**src/rtl/fetch_ctrl_if.sv**
```systemverilog
// Fetch-side bundle: instruction-memory port, execute redirect, decode handshake and debug occupancy.
// master = fetch_ctrl, slave = the surrounding pipeline / memory.
interface fetch_ctrl_if #(
    parameter int WIDTH = 32
) ();
    logic             fetch_en;
    logic [WIDTH-1:0] imem_addr;
    logic [WIDTH-1:0] imem_instr;
    logic             redirect_valid;
    logic [WIDTH-1:0] redirect_pc;
    logic             out_valid;
    logic             out_ready;
    logic [WIDTH-1:0] out_instr;
    logic [WIDTH-1:0] out_pc;
    logic [1:0]       buf_count;

    modport master (
        input  fetch_en, imem_instr, redirect_valid, redirect_pc, out_ready,
        output imem_addr, out_valid, out_instr, out_pc, buf_count
    );

    modport slave (
        output fetch_en, imem_instr, redirect_valid, redirect_pc, out_ready,
        input  imem_addr, out_valid, out_instr, out_pc, buf_count
    );
endinterface

```
**src/rtl/fetch_ctrl.sv**
```systemverilog
// Instruction-fetch sequencer: owns the PC, fetches from a combinational imem into a
// 2-entry {pc, instr} buffer drained by decode, and flushes/reloads on execute redirects.
module fetch_ctrl #(
    parameter int               WIDTH    = 32,
    parameter int               DEPTH    = 10,
    parameter logic [WIDTH-1:0] RESET_PC = '0
) (
    input  logic         clk,
    input  logic         rst,
    fetch_ctrl_if.master bus
);

    if (DEPTH + 2 > WIDTH) begin : g_depth_check
        $error("fetch_ctrl: DEPTH+2 must not exceed WIDTH");
    end
    if (RESET_PC[1:0] != 2'b00) begin : g_reset_pc_check
        $error("fetch_ctrl: RESET_PC must be word aligned");
    end

    logic [WIDTH-1:0] pc_q, pc_d;
    logic             rd_ptr_q, rd_ptr_d;
    logic             wr_ptr_q, wr_ptr_d;
    logic [1:0]       count_q, count_d;
    logic [WIDTH-1:0] ent_pc_q    [2];
    logic [WIDTH-1:0] ent_instr_q [2];

    logic pop;
    logic push;

    // A full buffer may still accept a word when decode drains the head in the same cycle.
    assign pop  = (count_q != 2'd0) & bus.out_ready;
    assign push = bus.fetch_en & ~bus.redirect_valid & ((count_q != 2'd2) | pop);

    assign bus.imem_addr = pc_q;
    assign bus.out_valid = (count_q != 2'd0);
    assign bus.out_pc    = ent_pc_q[rd_ptr_q];
    assign bus.out_instr = ent_instr_q[rd_ptr_q];
    assign bus.buf_count = count_q;

    // NOTE: every _d gets a default before any branch so no path leaves it unassigned (no latch).
    always_comb begin
        pc_d     = pc_q;
        rd_ptr_d = rd_ptr_q;
        wr_ptr_d = wr_ptr_q;
        count_d  = count_q + {1'b0, push} - {1'b0, pop};
        if (push) begin
            pc_d     = pc_q + WIDTH'(4);
            wr_ptr_d = ~wr_ptr_q;
        end
        if (pop) begin
            rd_ptr_d = ~rd_ptr_q;
        end
        if (bus.redirect_valid) begin
            pc_d     = {bus.redirect_pc[WIDTH-1:2], 2'b00};
            rd_ptr_d = 1'b0;
            wr_ptr_d = 1'b0;
            count_d  = 2'd0;
        end
    end

    // NOTE: sequential state uses non-blocking assignments so all registers update from pre-edge values.
    always_ff @(posedge clk or posedge rst) begin
        if (rst) begin
            pc_q     <= RESET_PC;
            rd_ptr_q <= 1'b0;
            wr_ptr_q <= 1'b0;
            count_q  <= 2'd0;
            // NOTE: the two buffer entries are reset so out_pc/out_instr read 0 while empty after reset.
            for (int i = 0; i < 2; i++) begin
                ent_pc_q[i]    <= '0;
                ent_instr_q[i] <= '0;
            end
        end else begin
            pc_q     <= pc_d;
            rd_ptr_q <= rd_ptr_d;
            wr_ptr_q <= wr_ptr_d;
            count_q  <= count_d;
            if (push) begin
                ent_pc_q[wr_ptr_q]    <= pc_q;
                ent_instr_q[wr_ptr_q] <= bus.imem_instr;
            end
        end
    end

endmodule

```
**src/flat_wrapper.sv**
```systemverilog
// flat-port wrapper written by rule: the top's interface ports become plain ports
module fetch_ctrl_flat 
#(
    parameter int               WIDTH    = 32,
    parameter int               DEPTH    = 10,
    parameter logic [WIDTH-1:0] RESET_PC = '0
)
  (clk, rst, bus_fetch_en, bus_imem_instr, bus_redirect_valid, bus_redirect_pc, bus_out_ready, bus_imem_addr, bus_out_valid, bus_out_instr, bus_out_pc, bus_buf_count);
  fetch_ctrl_if #(.WIDTH(WIDTH)) bus_i ();
  input  logic clk;
  input  logic rst;
  input wire logic [$bits(bus_i.fetch_en)-1:0] bus_fetch_en;
  input wire logic [$bits(bus_i.imem_instr)-1:0] bus_imem_instr;
  input wire logic [$bits(bus_i.redirect_valid)-1:0] bus_redirect_valid;
  input wire logic [$bits(bus_i.redirect_pc)-1:0] bus_redirect_pc;
  input wire logic [$bits(bus_i.out_ready)-1:0] bus_out_ready;
  output wire logic [$bits(bus_i.imem_addr)-1:0] bus_imem_addr;
  output wire logic [$bits(bus_i.out_valid)-1:0] bus_out_valid;
  output wire logic [$bits(bus_i.out_instr)-1:0] bus_out_instr;
  output wire logic [$bits(bus_i.out_pc)-1:0] bus_out_pc;
  output wire logic [$bits(bus_i.buf_count)-1:0] bus_buf_count;
  assign bus_i.fetch_en = bus_fetch_en;
  assign bus_i.imem_instr = bus_imem_instr;
  assign bus_i.redirect_valid = bus_redirect_valid;
  assign bus_i.redirect_pc = bus_redirect_pc;
  assign bus_i.out_ready = bus_out_ready;
  assign bus_imem_addr = bus_i.imem_addr;
  assign bus_out_valid = bus_i.out_valid;
  assign bus_out_instr = bus_i.out_instr;
  assign bus_out_pc = bus_i.out_pc;
  assign bus_buf_count = bus_i.buf_count;
  fetch_ctrl #(.WIDTH(WIDTH), .DEPTH(DEPTH), .RESET_PC(RESET_PC)) u_core (.clk(clk), .rst(rst), .bus(bus_i));
endmodule
```
**config.mk**
```make
export PLATFORM = sky130hd
export DESIGN_NAME = fetch_ctrl_flat
export DESIGN_NICKNAME = d
export VERILOG_FILES = /design/src/rtl/fetch_ctrl_if.sv /design/src/rtl/fetch_ctrl.sv /design/src/flat_wrapper.sv
export SDC_FILE = /design/constraint.sdc
export NUM_CORES = 1
export LEC_CHECK = 0
export CAP_MARGIN = 20
export CORE_UTILIZATION = 52
export CTS_BUF_LIST = sky130_fd_sc_hd__clkbuf_2
export DETAILED_ROUTE_END_ITERATION = 12
export GPL_ROUTABILITY_DRIVEN = 0
export MAX_ROUTING_LAYER = met4
export PLACE_DENSITY_LB_ADDON = 0.05
export SETUP_SLACK_MARGIN = 0.4
export SLEW_MARGIN = 20
export SYNTH_ARGS = -nofsm -noshare
export SYNTH_HDL_FRONTEND = slang
export SYNTH_SLANG_ARGS = --single-unit
```
**constraint.sdc**
```tcl
create_clock -name clk -period 6.3 [get_ports clk]
set_clock_uncertainty 0.05 [all_clocks]
set_input_delay 1.26 -clock clk [delete_from_list [all_inputs] [get_ports clk]]
set_output_delay 1.26 -clock clk [all_outputs]
set_load 0.01 [all_outputs]
```
==> summary.txt <==
Run status
  – Outcome: complete, no violations

Floorplan
  – I/O pin count: 168
  – Die area: roughly 0.015 mm²
  – Die height: 121 µm
  – Initial core utilization: between 50% and 60%
  – Chip width: around 120 µm
  – Core ar.: 0.0138 mm²
  – Std-Cell Rows: 43

Layout
  – Layout cell share with drive strength beyond 1: 31.8%
  – P&R area growth vs syn: 27.4%
  – Nets@finish: 786
  – # diodes: 0
  – Non-Filler Instances: 907
  – Fill cell count: 1,024
  – Area occupied by multi-input gates: roughly 0.0032 mm²
  – Commonest non-fill, non-tap cell in the layout: mux2_2
  – Most frequent cells in the layout: mux2_2, clkdlybuf4s50_1, dfrtp_1, nand2_1, nor2_1
  – FF/Latch Area: 0.00396 mm²

Timing
  – Slew HR: 31.4%
  – Setup TNS: 0 ns
  – RSZ-0062 raised after global routing: false
  – Final Max Tran Viols: 0
  – Setup violations, final: 0
  – Maximum clock rate: 236 MHz
  – Final Hold Viols: 0
  – Final Cycle Share: 67.3%
  – Minimum clock period: 4.24 ns
  – Slew @ Worst Pin: 1.03 ns
  – Hold slack: 0.479 ns

Route
  – DR vias: 5,096
  – Avg Vias per Cell: between 5 and 6
  – DRC Markers: 0
  – Pre-Repair DR Iteration Count: 4
  – Final ANT Viol Nets: 0
  – Drt wl/cell: between 15 and 20 µm
  – Final wirelength: about 16,000 µm
  – Initial DRC Count: roughly 230

Global route
  – Pin count of the biggest net entering global routing: 120
  – Vias in the first global route: 5,283
  – Global-route wire length before repair: ~26,000 µm
  – Initial antenna violation count: 0
  – GRT Total Usage: between 20% and 30%
  – Gr ovfl total: 0

Clock network
  – Post-CTS Resized: 0
  – CTS tree: yes
  – CTS buffer count: 17
  – Root Buffer: clkbuf_2
  – Sink Count: 158
  – Clock Tree Buf Depth: 2
  – Skew-Pair Late Insertion Delay: 0.74 ns
  – CTS clk-pin slew, worst paths: between 0.2 and 0.25 ns
  – Post-CTS setup buffers: 0
  – # hold bufs at CTS: 0
  – Depth of the CTS H-tree: 4

Place
  – Port bufs: roughly 160
  – Placed Instances: 875
  – Detail Placement HPWL: 10,600 µm

Synthesis
  – Cell variety after synth: 36
  – Cell count after synthesis: around 570
  – Register area share after synthesis: 53.8%
  – Synth top area cells: dfrtp_1, mux2_2, or4_1
  – Syn avg cell area: between 10 and 15 µm²
  – Flops & latches, synth: 158
  – Mapped cell area: between 0.007 and 0.008 mm²
  – Synth warn: 0
  – Yosys top cell area share: 53.8%
  – Leading area contributor after synthesis: dfrtp_1

Min path
  – Worst hold path class: flop to flop

Critical path
  – Startpoint Class: flop
  – Critical path class: flop to output port
  – Critical Path Fanout Max: 50
  – Delay-heaviest family, CP: buffers and inverters
  – Crit-path slowest cell: buf_4
  – Critical path required time: 4.99 ns
  – WP buf/inv: 2
  – Worst path max stage delay: 0.66 ns
  – Crit end category: output port
  – WP data arrival: 2.93 ns
  – Cell-by-cell trace of the critical path: buf_4 -> mux2_2 -> clkdlybuf4s50_1

Power and ir drop
  – Lkg Pwr: 3.79 nW
  – Pwr Density: 404 mW/mm²
  – Total power: 3.78 mW
  – Maximum resistive drop on vdd: ~0.19 mV

Run
  – Max_cap viols: 0
## logic make-up (layout without fill, tap and decap cells)
| logic type | after synthesis | count (layout) | share of synthesized area [%] |
|---|---|---|---|
| multiplexers | 187 | 187 | 28.6 |
| flip-flops | 158 | 158 | 53.8 |
| AND/OR/NAND/NOR | 113 | 113 | 8.62 |
| AO/OA/AOI/OAI | 47 | 47 | 4.17 |
| buffers and inverters | 45 | 204 | 2.88 |
| XOR/XNOR | 11 | 11 | 1.31 |
| adder cells (fa/ha/maj) | 3 | 3 | 0.511 |
| other | 1 | 4 | 0.0510 |
## per-layer routing
metal	track usage [%]	part of all wire (%)	vias up
li1	-	-	2358
met1	29.5	43	2576
met2	38.5	50	136
met3	5.17	4.7	26
met4	8.95	2.0	0
met5	-	0	-
## per-stage QoR
step                      util, %  cell area, µm²  worst slack [ns]
after floorplan                 -            7360             0.727
after global placement       65.6            9070              2.27
after detailed placement     65.6            9070              2.17
after CTS                    67.7            9360              1.94
final                        67.7            9360              2.06
after global routing         67.7            9360              1.84
## sequential cells by signal (all words and copies together) (netlist names)
| signal | flops |
|---|---|
| u_core.rd_ptr_q | 1 |
| u_core.wr_ptr_q | 1 |
| u_core.ent_pc_q | 60 |
| u_core.ent_instr_q | 64 |
| u_core.bus.imem_addr | 30 |
| u_core.bus.buf_count | 2 |
## final cells by class
type	instances	area share [%]
flip-flops and latches	158	42.3
multi-input cells	365	34.2
repair buffers	167	17.8
well taps	180	2.41
clock inverters	14	2.05
clock buffers	18	0.963
inverters	5	0.281
## cell usage after synthesis (all sizes together)
cell,instances
nor2,21
nand2,27
a31oi,17
clkbuf,19
or3,3
nor3,1
inv,5
and4,3
xnor2,3
or3b,1
conb,1
nor2b,1
o211ai,5
xor2,8
or4,20
ha,3
nor3b,1
mux2i,1
mux2,186
and2,3
dfrtp,158
and4b,1
o21ai,10
nand4,12
buf,21
nand3,12
o31ai,15
and3,5
or2,1
nand2b,1
## final timing paths
check	startpoint	end	slack [ns]	depth (start not counted)
min	u_core.ent_instr_q[27]$_DFFE_PP0P_	u_core.ent_instr_q[27]$_DFFE_PP0P_	0.48	1
max in group asynchronous	rst	u_core.bus.imem_addr[8]$_DFFE_PP0P_	4.14	3
min reg2reg	u_core.ent_instr_q[27]$_DFFE_PP0P_	u_core.ent_instr_q[27]$_DFFE_PP0P_	0.48	1
min in group asynchronous	rst	u_core.ent_instr_q[24]$_DFFE_PP0P_	1.02	2
max	u_core.rd_ptr_q$_DFFE_PP0P_	bus_out_pc[2]	2.06	3
max reg2reg	u_core.bus.buf_count[1]$_DFF_PP0_	u_core.ent_pc_q[9]$_DFFE_PP0P_	3.46	5
## where the power goes
part,internal (mW),switching (mW)
clock network,0.264,0.361
logic,0.989,0.557
registers,1.38,0.223
total,2.64,1.14
Power figures use the tool's default switching activity.
